==> src/rtl/morse_pkg.sv <==
// morse_pkg: shared FSM states, Morse timing constants and the code record.
package morse_pkg;

    typedef enum logic [1:0] {IDLE, MARK, ELEM_GAP, LETTER_END} state_t;

    localparam int DOT_LEN  = 1;
    localparam int DASH_LEN = 3;
    localparam int GAP_LEN  = 1;
    localparam int END_LEN  = 2;

    // pattern is left-aligned: pattern[4] is the first element, 1 = dash
    typedef struct packed {
        logic [2:0] len;
        logic [4:0] pattern;
    } code_t;

    function automatic logic [1:0] mark_len(input logic dash);
        return dash ? 2'(DASH_LEN - 1) : 2'(DOT_LEN - 1);
    endfunction

endpackage

==> src/rtl/morse_if.sv <==
// morse_if: character handshake between a producer and the Morse transmitter.
interface morse_if;
    logic [7:0] i_data;
    logic       i_valid;
    logic       o_ready;

    modport master (output i_data, output i_valid, input o_ready);
    modport slave  (input i_data, input i_valid, output o_ready);
endinterface

==> src/rtl/morse_rom.sv <==
// morse_rom: combinational ASCII to ITU Morse code lookup, lowercase folded to uppercase.
module morse_rom
    import morse_pkg::*;
(
    input  logic [7:0] i_char,
    output code_t      o_code,
    output logic       o_valid
);
    logic [7:0] c;

    always_comb begin
        c = (i_char >= 8'h61 && i_char <= 8'h7a) ? i_char - 8'h20 : i_char;
        o_code = '0;
        o_valid = 1'b1;
        case (c)
            "A": o_code = {3'd2, 5'b01000};
            "B": o_code = {3'd4, 5'b10000};
            "C": o_code = {3'd4, 5'b10100};
            "D": o_code = {3'd3, 5'b10000};
            "E": o_code = {3'd1, 5'b00000};
            "F": o_code = {3'd4, 5'b00100};
            "G": o_code = {3'd3, 5'b11000};
            "H": o_code = {3'd4, 5'b00000};
            "I": o_code = {3'd2, 5'b00000};
            "J": o_code = {3'd4, 5'b01110};
            "K": o_code = {3'd3, 5'b10100};
            "L": o_code = {3'd4, 5'b01000};
            "M": o_code = {3'd2, 5'b11000};
            "N": o_code = {3'd2, 5'b10000};
            "O": o_code = {3'd3, 5'b11100};
            "P": o_code = {3'd4, 5'b01100};
            "Q": o_code = {3'd4, 5'b11010};
            "R": o_code = {3'd3, 5'b01000};
            "S": o_code = {3'd3, 5'b00000};
            "T": o_code = {3'd1, 5'b10000};
            "U": o_code = {3'd3, 5'b00100};
            "V": o_code = {3'd4, 5'b00010};
            "W": o_code = {3'd3, 5'b01100};
            "X": o_code = {3'd4, 5'b10010};
            "Y": o_code = {3'd4, 5'b10110};
            "Z": o_code = {3'd4, 5'b11000};
            "0": o_code = {3'd5, 5'b11111};
            "1": o_code = {3'd5, 5'b01111};
            "2": o_code = {3'd5, 5'b00111};
            "3": o_code = {3'd5, 5'b00011};
            "4": o_code = {3'd5, 5'b00001};
            "5": o_code = {3'd5, 5'b00000};
            "6": o_code = {3'd5, 5'b10000};
            "7": o_code = {3'd5, 5'b11000};
            "8": o_code = {3'd5, 5'b11100};
            "9": o_code = {3'd5, 5'b11110};
            8'h20: o_code = '0;
            default: o_valid = 1'b0;
        endcase
    end

endmodule

==> src/rtl/morse_transmitter.sv <==
// morse_transmitter: serialises accepted ASCII characters into an on/off Morse bit stream,
// one bit per TICK_DIV clocks, with back-to-back characters abutting seamlessly.
module morse_transmitter
    import morse_pkg::*;
#(
    parameter int TICK_DIV = 1
) (
    input  logic  i_clk,
    input  logic  i_rst_n,
    morse_if.slave bus,
    output logic  o_data_morse,
    output logic  o_busy,
    output logic  o_err
);
    localparam logic [7:0] TICK_LOAD = 8'(TICK_DIV - 1);

    state_t     state_q;
    logic [7:0] tick_q;
    logic [1:0] len_q;
    logic [2:0] elem_q;
    logic [4:0] pat_q;
    logic       data_q;
    logic       busy_q;
    logic       err_q;
    code_t      code;
    logic       code_vld;
    logic       accept;

    morse_rom u_rom (
        .i_char (bus.i_data),
        .o_code (code),
        .o_valid(code_vld)
    );

    // ready also opens on the last clock of the letter end so the next character abuts
    assign bus.o_ready  = state_q == IDLE || (state_q == LETTER_END && len_q == 2'd0 && tick_q == 8'd0);
    assign accept       = bus.i_valid && bus.o_ready;
    assign o_data_morse = data_q;
    assign o_busy       = busy_q;
    assign o_err        = err_q;

    always_ff @(posedge i_clk or negedge i_rst_n) begin
        if (!i_rst_n) begin
            state_q <= IDLE;
            tick_q  <= '0;
            len_q   <= '0;
            elem_q  <= '0;
            pat_q   <= '0;
            data_q  <= 1'b0;
            busy_q  <= 1'b0;
            err_q   <= 1'b0;
        end else begin
            err_q <= 1'b0;
            if (accept) begin
                tick_q <= TICK_LOAD;
                if (!code_vld) begin
                    state_q <= IDLE;
                    tick_q  <= '0;
                    len_q   <= '0;
                    elem_q  <= '0;
                    pat_q   <= '0;
                    data_q  <= 1'b0;
                    busy_q  <= 1'b0;
                    err_q   <= 1'b1;
                end else if (code.len == 3'd0) begin
                    state_q <= LETTER_END;
                    len_q   <= 2'(END_LEN - 1);
                    elem_q  <= '0;
                    data_q  <= 1'b0;
                    busy_q  <= 1'b1;
                end else begin
                    state_q <= MARK;
                    len_q   <= mark_len(code.pattern[4]);
                    pat_q   <= {code.pattern[3:0], 1'b0};
                    elem_q  <= code.len - 3'd1;
                    data_q  <= 1'b1;
                    busy_q  <= 1'b1;
                end
            end else if (state_q != IDLE) begin
                if (tick_q != 8'd0) begin
                    tick_q <= tick_q - 8'd1;
                end else begin
                    tick_q <= TICK_LOAD;
                    if (len_q != 2'd0) begin
                        len_q <= len_q - 2'd1;
                    end else begin
                        case (state_q)
                            MARK: begin
                                state_q <= ELEM_GAP;
                                len_q   <= 2'(GAP_LEN - 1);
                                data_q  <= 1'b0;
                            end
                            ELEM_GAP: begin
                                if (elem_q != 3'd0) begin
                                    state_q <= MARK;
                                    len_q   <= mark_len(pat_q[4]);
                                    pat_q   <= {pat_q[3:0], 1'b0};
                                    elem_q  <= elem_q - 3'd1;
                                    data_q  <= 1'b1;
                                end else begin
                                    state_q <= LETTER_END;
                                    len_q   <= 2'(END_LEN - 1);
                                end
                            end
                            default: begin
                                state_q <= IDLE;
                                tick_q  <= '0;
                                busy_q  <= 1'b0;
                                data_q  <= 1'b0;
                            end
                        endcase
                    end
                end
            end
        end
    end

endmodule

==> src/flat_wrapper.sv <==
// flat-port wrapper written by rule: the top's interface ports become plain ports
module morse_transmitter_flat import morse_pkg::*;
#(
    parameter int TICK_DIV = 1
)
  (i_clk, i_rst_n, o_data_morse, o_busy, o_err, bus_i_data, bus_i_valid, bus_o_ready);
  morse_if bus_i ();
  input  logic i_clk;
  input  logic i_rst_n;
  output logic o_data_morse;
  output logic o_busy;
  output logic o_err;
  input wire logic [$bits(bus_i.i_data)-1:0] bus_i_data;
  input wire logic [$bits(bus_i.i_valid)-1:0] bus_i_valid;
  output wire logic [$bits(bus_i.o_ready)-1:0] bus_o_ready;
  assign bus_i.i_data = bus_i_data;
  assign bus_i.i_valid = bus_i_valid;
  assign bus_o_ready = bus_i.o_ready;
  morse_transmitter #(.TICK_DIV(TICK_DIV)) u_core (.i_clk(i_clk), .i_rst_n(i_rst_n), .bus(bus_i), .o_data_morse(o_data_morse), .o_busy(o_busy), .o_err(o_err));
endmodule
==> config.mk <==
export PLATFORM = sky130hd
export DESIGN_NAME = morse_transmitter_flat
export DESIGN_NICKNAME = d
export VERILOG_FILES = /design/src/rtl/morse_pkg.sv /design/src/rtl/morse_if.sv /design/src/rtl/morse_rom.sv /design/src/rtl/morse_transmitter.sv /design/src/flat_wrapper.sv
export SDC_FILE = /design/constraint.sdc
export NUM_CORES = 1
export LEC_CHECK = 0
export ABC_CLOCK_PERIOD_IN_PS = 2300
export CAP_MARGIN = 5
export CORE_ASPECT_RATIO = 1.2
export CORE_MARGIN = 1.5
export CORE_UTILIZATION = 58
export CTS_CLUSTER_SIZE = 16
export DETAILED_ROUTE_END_ITERATION = 12
export DONT_BUFFER_PORTS = 1
export GPL_TIMING_DRIVEN = 0
export PLACE_DENSITY = 0.76
export SKIP_LAST_GASP = 1
export SLEW_MARGIN = 20
export SYNTH_ARGS = -nofsm -noshare
export SYNTH_HDL_FRONTEND = slang
export SYNTH_SLANG_ARGS = --single-unit
export TNS_END_PERCENT = 20
==> constraint.sdc <==
create_clock -name i_clk -period 2.3 [get_ports i_clk]
set_input_delay 0.46 -clock i_clk [delete_from_list [all_inputs] [get_ports i_clk]]
set_output_delay 0.46 -clock i_clk [all_outputs]
set_load 0.005 [all_outputs]
==> metrics.yaml <==
layout_commonest_cell: "nand2_1"
power.leakage_uw: 0.00103
firstDrtPassIters: 5
yosysWarnings: 0
ys_async_sr_fraction: 1.00
insertion_delay_ps: 270
r2r-start: "u_core.tick_q[3]"
dieWidth_um: 60.5
setup_tns_ps: -2690
io_pins: 15
use_met3: 0.0446
drc: 0
die-area_um2: 4350
setup_viol: 13
synthesis.nets: 325
start_util: 0.617
whs_ps: 149
syn2layout_area_growth_pct: 12.4
crit_required_ps: 2470
portBuffers: 0
die_h_um: 71.9
synth.top_cells.by_area: "dfrtp_1, nand2_1, o21ai_0"
busiest_layer: "met2"
rows: 24
path_class: "input pin to flop"
vias_per_cell: 6.80
grt_overflow_total: 0
fin_cells: 365
worst_slack_ps: -310
grt_pass1_vias: 2404
ctsLongestPathBuffers: 2
place_congestion: 0.987
syn-cell-area_um2: 2300
antennaDiodeCount: 0
crit_arrival_ps: 2780
hold_path.class: "input pin to async pin"
critPathLaunch: "bus_i_data[6]"
ir_worst_vdd_mv: 0.343
rsz0062_at_grt: "yes"
layout.nets: 335
min_period_ps: 2610
grt.total_usage: 0.332
use_met2: 0.571
path_max_fanout: 5
wl_um: 6820
finClkSkew_ps: 5.59
yosysSeqAreaShare: 0.240
cts_buffers: 3
drv_cap: 0
postSynthAreaPerCell_um2: 7.53
synth.distinct_cells: 67
tightest_slew_ps: 915
clkSinkCount: 22
timing.fmax_mhz: 383
netlist_instances: 305
cts_tree: "built"
slew-limit-headroom: 0.384
failed_checks: "setup timing"
fillers: 329
drive_above_1_share: 0.150
clkTransAtPathRegs_ps: 80
vias: 2483
ant_nets: 0
wl_per_cell_um: 18.7
status: "finished, violations left"
design.core.area_um2: 3720
final_cell_mix: "nand2_1, nor2_1, o21ai_0, dfrtp_1, inv_1"
final-max-slew-violation-count: 0
period_share: 1.13
power_density_nw_per_um2: 822
yosys_most_used_dff: "dfrtp_1"
htreeDepth: 1
antenna_found_initial: 0
grt_pass1_wl_um: 11000
hold_viol_final: 0
synth_edf_count: 0
yosysTopAreaCellShare: 0.240
dp_cells: 357
dp_hpwl_um: 4980
synth-seq-cells: 22
clockRootBuffer: "clkbuf_8"
grt_start_max_net_pins: 23
drt-initial-drc-count: 204
cp-start-kind: "input pin"
yosys.area.top_type: "dfrtp_1"
grt_use_met1: 0.374
cp-end-kind: "flop"
==> state kept, by name (all words and copies together) (netlist names) <==
register	count
u_core.tick_q	8
u_core.pat_q	4
u_core.elem_q	3
u_core.len_q	2
u_core.state_q	2
u_core.o_busy	1
u_core.o_data_morse	1
u_core.o_err	1
==> worst max-delay path, stage by stage <==
cell      delay (ps)
buf_12           100
inv_6             40
ha_4             190
or4b_4           520
or4b_4           500
o221a_4          130
and2_4           170
and4_4           160
buf_6            120
a31o_1           200
a221oi_2         190
==> power by group <==
group | leakage [uW] | switching [uW] | internal (uW)
Sequential | 0.000276 | 157 | 558
Clock | 0.0000216 | 122 | 117
Combinational | 0.000729 | 683 | 486
Total | 0.00103 | 961 | 1160
==> kinds of logic (layout without fill, tap and decap cells) <==
group,after synthesis,in the layout,synth area share
buffers and inverters,41,49,0.0752
AND/OR/NAND/NOR,124,124,0.288
flip-flops,22,22,0.240
XOR/XNOR,7,7,0.0267
multiplexers,4,4,0.0180
AO/OA/AOI/OAI,98,98,0.303
adder cells (fa/ha/maj),9,9,0.0490
==> cell usage after synthesis, drive strengths merged (5+ instances only) <==
library cell and instances:
a21oi 14, a221oi 6, and2 5, buf 7
clkbuf 14, dfrtp 22, ha 9, inv 20
nand2 36, nand2b 6, nand3 11, nand4 7
nor2 23, nor3 5, nor4 6, o21ai 26
o31ai 5
==> worst paths after layout <==
kind                       slack [ps]  cells past startpoint                to
hold / removal                    150                      1   u_core.len_q[1]
max in group asynchronous        1820                      1   u_core.pat_q[4]
hold reg to reg                   520                      2     u_core.o_busy
setup / recovery                 -310                     11   u_core.pat_q[4]
setup reg to reg                 -140                      7   u_core.pat_q[3]
min in group i_clk                460                      3  u_core.tick_q[0]
==> metrics by stage <==
stage	setup WS (ps)	cell area, um2	utilization	total power, uW
after detailed placement	-719	2390	0.641	1760
after global routing	-343	2580	0.693	2300
after global placement	-886	2390	0.641	1720
after floorplan	-503	2320	-	1520
final	-310	2580	0.693	2120
after CTS	-249	2560	0.688	2090
==> area by class of cell <==
class	instances	area [um2]	area share
multi-input combinational	242	1680	0.651
sequential	22	551	0.213
buffer	19	109	0.0422
inverter	20	83.8	0.0325
tap	52	65.1	0.0252
timing repair buffer	7	50.0	0.0194
clock buffer	3	41.3	0.0160
==> routing by layer <==
layer / wire [um] / share of wire
met1: 2590 / 0.38
met2: 3420 / 0.50
met3: 399 / 0.059
met4: 402 / 0.059
met5: 0 / 0
==> repair_timing <==
| item | in CTS | in global routing |
|---|---|---|
| pin swaps | 6 | 1 |
| gates resized for setup | 14 | 11 |
| buffers inserted | 6 | 0 |
| setup endpoints to repair | 14 | 13 |
| endpoints found under the hold margin | 22 | 0 |
| hold buffers | 1 | 0 |
(Power assumes the default switching activity.)
